`config.mk`:
```
export PLATFORM = sky130hd
export DESIGN_NAME = avi_info_frame_parser
export DESIGN_NICKNAME = d
export VERILOG_FILES = /design/src/rtl/avi_info_frame_parser.sv
export SDC_FILE = /design/constraint.sdc
export NUM_CORES = 1
export LEC_CHECK = 0
export ABC_AREA = 1
export CORE_ASPECT_RATIO = 0.7
export CORE_MARGIN = 2
export CORE_UTILIZATION = 40
export DETAILED_ROUTE_END_ITERATION = 8
export HOLD_SLACK_MARGIN = 0.02
export SYNTH_ARGS = -nofsm -noshare
export SYNTH_HDL_FRONTEND = slang
export SYNTH_SLANG_ARGS = --single-unit
```
`constraint.sdc`:
```
create_clock -name clk_pixel -period 6.05 [get_ports clk_pixel]
set_input_delay 1.21 -clock clk_pixel [delete_from_list [all_inputs] [get_ports clk_pixel]]
set_output_delay 1.21 -clock clk_pixel [all_outputs]
set_load 0.01 [all_outputs]
```
`src/rtl/avi_info_frame_parser.sv`:
```
// AVI InfoFrame receiver: gathers HB0-HB2/PB0-PB27, validates type/version/length/checksum, latches decoded fields.
// Optional feature macro: AVI_BAR_INFO_EN (adds bar_top/bar_bottom/bar_left/bar_right from PB6-PB13).
module avi_info_frame_parser #(
  parameter logic [7:0] EXPECT_VERSION = 8'd2,
  parameter bit         STRICT_VERSION = 1'b1,
  parameter logic [4:0] MAX_LENGTH     = 5'd27
) (
  input  logic        clk_pixel,
  input  logic        reset_n,
  input  logic        pkt_start,
  input  logic        pkt_valid,
  input  logic [7:0]  pkt_byte,
  output logic        avi_valid,
  output logic [39:0] avi_fields,
  output logic [1:0]  video_format,
  output logic [1:0]  colorimetry,
  output logic [6:0]  video_id_code,
  output logic [3:0]  pixel_repetition,
  output logic        checksum_err,
  output logic        format_err,
`ifdef AVI_BAR_INFO_EN
  output logic [15:0] bar_top,
  output logic [15:0] bar_bottom,
  output logic [15:0] bar_left,
  output logic [15:0] bar_right,
`endif
  output logic        abort_err
);

  localparam logic [7:0] AVI_TYPE = 8'h82;
  localparam logic [4:0] LAST_CNT = 5'd30;

  typedef enum logic [2:0] {IDLE, HEADER, BODY, SKIP, DONE} state_t;

  state_t      state_q, state_d;
  logic [4:0]  cnt_q, cnt_d;
  logic [7:0]  acc_q, acc_d;
  logic [7:0]  hb1_q, hb1_d;
  logic [4:0]  len_q, len_d;
  logic        is_avi_q, is_avi_d;
  logic        reject_q, reject_d;
  logic [39:0] shadow_q, shadow_d;
  logic [39:0] fields_q, fields_d;
  logic        avi_valid_q, avi_valid_d;
  logic        ck_err_q, ck_err_d;
  logic        fmt_err_q, fmt_err_d;
  logic        abort_q, abort_d;
  logic        start_fire, in_len, hdr_bad, restart;
  logic [7:0]  sum, body_acc;
`ifdef AVI_BAR_INFO_EN
  logic [63:0] bar_shadow_q, bar_shadow_d;
  logic [63:0] bar_q, bar_d;
`endif

  assign start_fire = pkt_valid && pkt_start;
  assign sum        = acc_q + pkt_byte;
  // PB index k = cnt-3; only PB0..PB(len) contribute to the checksum
  assign in_len     = ({1'b0, cnt_q} <= ({1'b0, len_q} + 6'd3));
  assign body_acc   = in_len ? sum : acc_q;
  assign hdr_bad    = (STRICT_VERSION && (hb1_q != EXPECT_VERSION)) ||
                      (pkt_byte[7:5] != 3'd0) || (pkt_byte[4:0] > MAX_LENGTH);

  always_comb begin
    state_d     = state_q;
    cnt_d       = cnt_q;
    acc_d       = acc_q;
    hb1_d       = hb1_q;
    len_d       = len_q;
    is_avi_d    = is_avi_q;
    reject_d    = reject_q;
    shadow_d    = shadow_q;
    fields_d    = fields_q;
    avi_valid_d = 1'b0;
    ck_err_d    = 1'b0;
    fmt_err_d   = 1'b0;
    abort_d     = 1'b0;
    restart     = 1'b0;
`ifdef AVI_BAR_INFO_EN
    bar_shadow_d = bar_shadow_q;
    bar_d        = bar_q;
`endif
    case (state_q)
      IDLE, DONE: begin
        state_d = IDLE;
        restart = start_fire;
      end
      HEADER, BODY, SKIP: begin
        if (start_fire) begin
          restart = 1'b1;
          abort_d = is_avi_q;
        end else if (pkt_valid) begin
          if (state_q == HEADER) begin
            acc_d = sum;
            cnt_d = cnt_q + 5'd1;
            if (cnt_q == 5'd1) begin
              hb1_d = pkt_byte;
            end else begin
              len_d = pkt_byte[4:0];
              if (hdr_bad) begin
                state_d  = SKIP;
                reject_d = 1'b1;
              end else begin
                state_d = BODY;
              end
            end
          end else if (state_q == BODY) begin
            acc_d = body_acc;
            for (int i = 0; i < 5; i++) begin
              if (cnt_q == 5'(i + 4)) shadow_d[8*i +: 8] = pkt_byte;
            end
`ifdef AVI_BAR_INFO_EN
            for (int i = 0; i < 8; i++) begin
              if (cnt_q == 5'(i + 9)) bar_shadow_d[8*i +: 8] = pkt_byte;
            end
`endif
            if (cnt_q == LAST_CNT) begin
              state_d = DONE;
              cnt_d   = 5'd0;
              if (body_acc == 8'd0) begin
                avi_valid_d = 1'b1;
                fields_d    = shadow_q;
`ifdef AVI_BAR_INFO_EN
                if (shadow_q[3:2] != 2'd0) bar_d = bar_shadow_q;
`endif
              end else begin
                ck_err_d = 1'b1;
              end
            end else begin
              cnt_d = cnt_q + 5'd1;
            end
          end else begin
            if (cnt_q == LAST_CNT) begin
              state_d   = IDLE;
              cnt_d     = 5'd0;
              fmt_err_d = reject_q;
            end else begin
              cnt_d = cnt_q + 5'd1;
            end
          end
        end
      end
      default: state_d = IDLE;
    endcase
    // A qualified start always begins a fresh packet, whatever was in flight
    if (restart) begin
      acc_d    = pkt_byte;
      cnt_d    = 5'd1;
      is_avi_d = (pkt_byte == AVI_TYPE);
      reject_d = 1'b0;
      state_d  = (pkt_byte == AVI_TYPE) ? HEADER : SKIP;
    end
  end

  always_ff @(posedge clk_pixel or negedge reset_n) begin
    if (!reset_n) begin
      state_q     <= IDLE;
      cnt_q       <= 5'd0;
      acc_q       <= 8'd0;
      hb1_q       <= 8'd0;
      len_q       <= 5'd0;
      is_avi_q    <= 1'b0;
      reject_q    <= 1'b0;
      shadow_q    <= 40'd0;
      fields_q    <= 40'd0;
      avi_valid_q <= 1'b0;
      ck_err_q    <= 1'b0;
      fmt_err_q   <= 1'b0;
      abort_q     <= 1'b0;
`ifdef AVI_BAR_INFO_EN
      bar_shadow_q <= 64'd0;
      bar_q        <= 64'd0;
`endif
    end else begin
      state_q     <= state_d;
      cnt_q       <= cnt_d;
      acc_q       <= acc_d;
      hb1_q       <= hb1_d;
      len_q       <= len_d;
      is_avi_q    <= is_avi_d;
      reject_q    <= reject_d;
      shadow_q    <= shadow_d;
      fields_q    <= fields_d;
      avi_valid_q <= avi_valid_d;
      ck_err_q    <= ck_err_d;
      fmt_err_q   <= fmt_err_d;
      abort_q     <= abort_d;
`ifdef AVI_BAR_INFO_EN
      bar_shadow_q <= bar_shadow_d;
      bar_q        <= bar_d;
`endif
    end
  end

  assign avi_valid        = avi_valid_q;
  assign checksum_err     = ck_err_q;
  assign format_err       = fmt_err_q;
  assign abort_err        = abort_q;
  // avi_fields packs {PB5,PB4,PB3,PB2,PB1} with PB1 in the low byte
  assign avi_fields       = fields_q;
  assign video_format     = fields_q[6:5];
  assign colorimetry      = fields_q[15:14];
  assign video_id_code    = fields_q[30:24];
  assign pixel_repetition = fields_q[35:32];
`ifdef AVI_BAR_INFO_EN
  assign bar_top    = bar_q[15:0];
  assign bar_bottom = bar_q[31:16];
  assign bar_left   = bar_q[47:32];
  assign bar_right  = bar_q[63:48];
`endif

endmodule

```
==> flow_metrics.env <==
export IMPL_synth_simple_area_share_pct=25.3
export IMPL_syn_cell_area_sq_um=5640
export IMPL_power_frac_seq_pct=32.8
export IMPL_overflow=0
export IMPL_cts_resized=0
export IMPL_hold_buffers=0
export IMPL_h_tree_depth=4
export IMPL_io_pins=71
export IMPL_synth_fa_ha_area_share_pct=4.13
export IMPL_p_leak_nw=3.41
export IMPL_synth_top_area_share_pct=51.0
export IMPL_clock_sinks=115
export IMPL_clkPwrFrac_pct=31.7
export IMPL_peakVddDrop_v=0.000249
export IMPL_fp_dieArea_sq_um=15100
export IMPL_synth_xor_area_share_pct=1.09
export IMPL_grt_first_pass_wirelength_mm=23.2
export IMPL_instances_no_fill=901
export IMPL_rsz0062_at_grt="no"
export IMPL_num_fill_cells=1324
export IMPL_p_switching_mw=1.29
export IMPL_first_pass_iters=5
export IMPL_finalSetupViolations=0
export IMPL_async_flop_share_pct=100
export IMPL_crit_type="in2reg"
export IMPL_fin_util_pct=50.3
export IMPL_place_hpwl_mm=9.56
export IMPL_yosys_area_top_type="dfrtp_1"
export IMPL_met1_length_mm=6.95
export IMPL_arrival_ns=4.48
export IMPL_cp_common_cell="nand2_1"
export IMPL_grt_pass1_vias=4495
export IMPL_antenna_found_initial=0
export IMPL_final_cell_mix="nand2_1, dfrtp_1, clkdlybuf4s50_1"
export IMPL_critPathMaxStageDelay_ns=0.56
export IMPL_drive_above_1_share_pct=9.14
export IMPL_syn_inst=644
export IMPL_finalCriticalPeriod_ns=4.19
export IMPL_chipWidth_um=146
export IMPL_synth_top_family_by_area="simple AND/OR/NAND/NOR gates"
export IMPL_numCtsBuffers=17
export IMPL_fin_worst_skew_ns=0.00897
export IMPL_wl_met2_mm=6.25
export IMPL_critPathSlowestCell="fa_1"
export IMPL_nets=728
export IMPL_drc=0
export IMPL_slew_viol_final=0
export IMPL_cp_cell_sequence="clkdlybuf4s50_1, clkinv_1, fa_1, inv_2, nand3_1, nand3_1, nand2_1, nand2_1, nand2_1, nand2_1, nand2_1, nor2_4, buf_4, nand3_4, nand2_1, nand2_1"
export IMPL_wl_per_cell_um=15.8
export IMPL_num_antenna_cells=0
export IMPL_num_rows=36
export IMPL_final_common_cell="nand2_1"
export IMPL_synthMuxAreaShare_pct=0
export IMPL_grt_util_all_layers_pct=19.6
export IMPL_cts_root_buf="clkbuf_16"
export IMPL_path_clk_slew_ns=0.06
export IMPL_wl_mm=14.2
export IMPL_clk_latency_ns=0.41
export IMPL_die_h_um=103
export IMPL_timing_final_crit_share_pct=69.3
export IMPL_cts_tree="done"
export IMPL_outcome="complete, no violations"
export IMPL_synth_area_leaders="dfrtp_1, nand2_1, nand4_1"
export IMPL_io_buffers=70
export IMPL_placed_area_sq_um=6340
export IMPL_stdcell_area_sq_um=6950
export IMPL_sw_frac_of_total_pct=39.1
export IMPL_worst_slew_pin_slew_ns=0.966
export IMPL_cts_buffer_depth=2
export IMPL_worst_setup_path_end_kind="register"
export IMPL_yosysUniqueCellTypes=41
export IMPL_yosys_warnings=0
export IMPL_setup_tns_ns=0
export IMPL_crit_required_ns=6.34
export IMPL_syn_avg_cell_area_sq_um=8.76
export IMPL_grt_max_degree=60
export IMPL_synthesis_nets=674
export IMPL_wl_met3_um=861
export IMPL_cts_setup_buffers=0
export IMPL_critPathLaunchType="input pin"
export IMPL_start_util_pct=40.8
export IMPL_placedCellCount=869
export IMPL_drtIter0Drc=405
export IMPL_finalHoldViolations=0
export IMPL_ant_nets=0
export IMPL_crit_fanout=42
export IMPL_synth_edf_count=0
export IMPL_max_freq_ghz=0.239
export IMPL_synth_compound_area_share_pct=9.85
export IMPL_drv_cap=0
export IMPL_ys_seq_elements=115
export IMPL_yosys_most_used_dff="dfrtp_1"
export IMPL_vias=4671
export IMPL_place_congestion=0.943
export IMPL_combPwrFrac_pct=35.4
export IMPL_syn_to_final_growth_pct=23.2
export IMPL_relSlewSlack_pct=35.5
export IMPL_hp_class="reg2reg"
export IMPL_yosysSeqAreaShare_pct=51.0
export IMPL_p_per_area_nw_per_um2=474
export IMPL_internal_power_mw=2.01
export IMPL_fp_coreArea_sq_um=13800
export IMPL_avgViaCountPerCell=5.18
export IMPL_top_layer="met4"
-- through the flow --
step	hold slack (ns)	setup WS (ns)	power (mW)
6_report	0.468	1.86	3.30
5_1_grt	0.495	1.59	3.53
4_1_cts	0.472	1.88	3.29
3_5_place_dp	0.458	1.48	2.24
3_3_place_gp	0.456	1.57	2.20
2_1_floorplan	0.453	3.00	1.98
-- cell families after synthesis --
logic type | Yosys count
adder cells (fa/ha/maj) | 18
XOR/XNOR | 7
flip-flops | 115
buffers and inverters | 96
AND/OR/NAND/NOR | 315
AO/OA/AOI/OAI | 93
-- synth_stat cells (2+ instances only) --
cell type,number
clkbuf_1,7
buf_6,4
xnor2_1,4
o21ai_0,56
o22ai_1,2
nand2_2,5
buf_4,23
dfrtp_1,115
inv_2,11
o22a_1,2
nand3_1,20
ha_1,17
buf_2,4
nor3_1,6
nor2_4,5
a21oi_1,13
inv_1,45
nand2_1,202
nand3b_1,2
o221ai_1,5
nand4_1,49
xor2_1,3
a2bb2oi_1,5
a22oi_1,2
nor4_1,2
nor2_1,20
-- flip-flops by register name, indices dropped and copies added (netlist names) --
signal        cells
state_q           3
format_err        1
acc_q             8
checksum_err      1
avi_valid         1
hb1_q             8
len_q             5
avi_fields       40
is_avi_q          1
reject_q          1
abort_err         1
cnt_q             5
shadow_q         40
-- power groups by stage --
| stage | Sequential [mW] | Clock [mW] | Combinational [mW] |
|---|---|---|---|
| final | 1.08 | 1.05 | 1.17 |
| after global routing | 1.10 | 1.10 | 1.32 |
| after CTS | 1.08 | 1.06 | 1.15 |
| after detailed placement | 1.09 | 0 | 1.15 |
| after global placement | 1.08 | 0 | 1.11 |
| after floorplan | 1.05 | 0 | 0.924 |
-- cell type report --
| type | instances | area, sq um | share of cell area, % |
|---|---|---|---|
| multi-input cells | 433 | 2280 | 32.8 |
| clock inverters | 14 | 178 | 2.56 |
| flip-flops and latches | 115 | 2880 | 41.4 |
| well taps | 190 | 238 | 3.42 |
| inverters | 58 | 220 | 3.17 |
| clock buffers | 18 | 439 | 6.32 |
| repair buffers | 73 | 721 | 10.4 |
-- path summary, 6_finish.rpt --
| path | from | cells past startpoint | slack [ns] | to |
|---|---|---|---|---|
| worst max-delay path | pkt_byte[1] | 16 | 1.86 | avi_fields[7] |
| worst min-delay path | avi_fields[23] | 2 | 0.47 | avi_fields[23] |
| worst max register to register | len_q[0] | 19 | 2.52 | avi_fields[7] |
| worst min register to register | avi_fields[23] | 2 | 0.47 | avi_fields[23] |
| max in group asynchronous | reset_n | 2 | 3.92 | len_q[1] |
| min in group asynchronous | reset_n | 1 | 0.88 | avi_fields[2] |
-- layer usage --
layer	global-route usage, %	up-vias
met1	27.6	2244
met4	4.75	0
li1	-	2247
met2	30.1	165
met3	5.96	15
met5	0	-
-- critical path, delay by kind of cell --
family                   cells  cell delay, ns
AND/OR/NAND/NOR             11            1.43
adder cells (fa/ha/maj)      1            0.56
buffers and inverters        4            1.24
(Power assumes the default switching activity.)
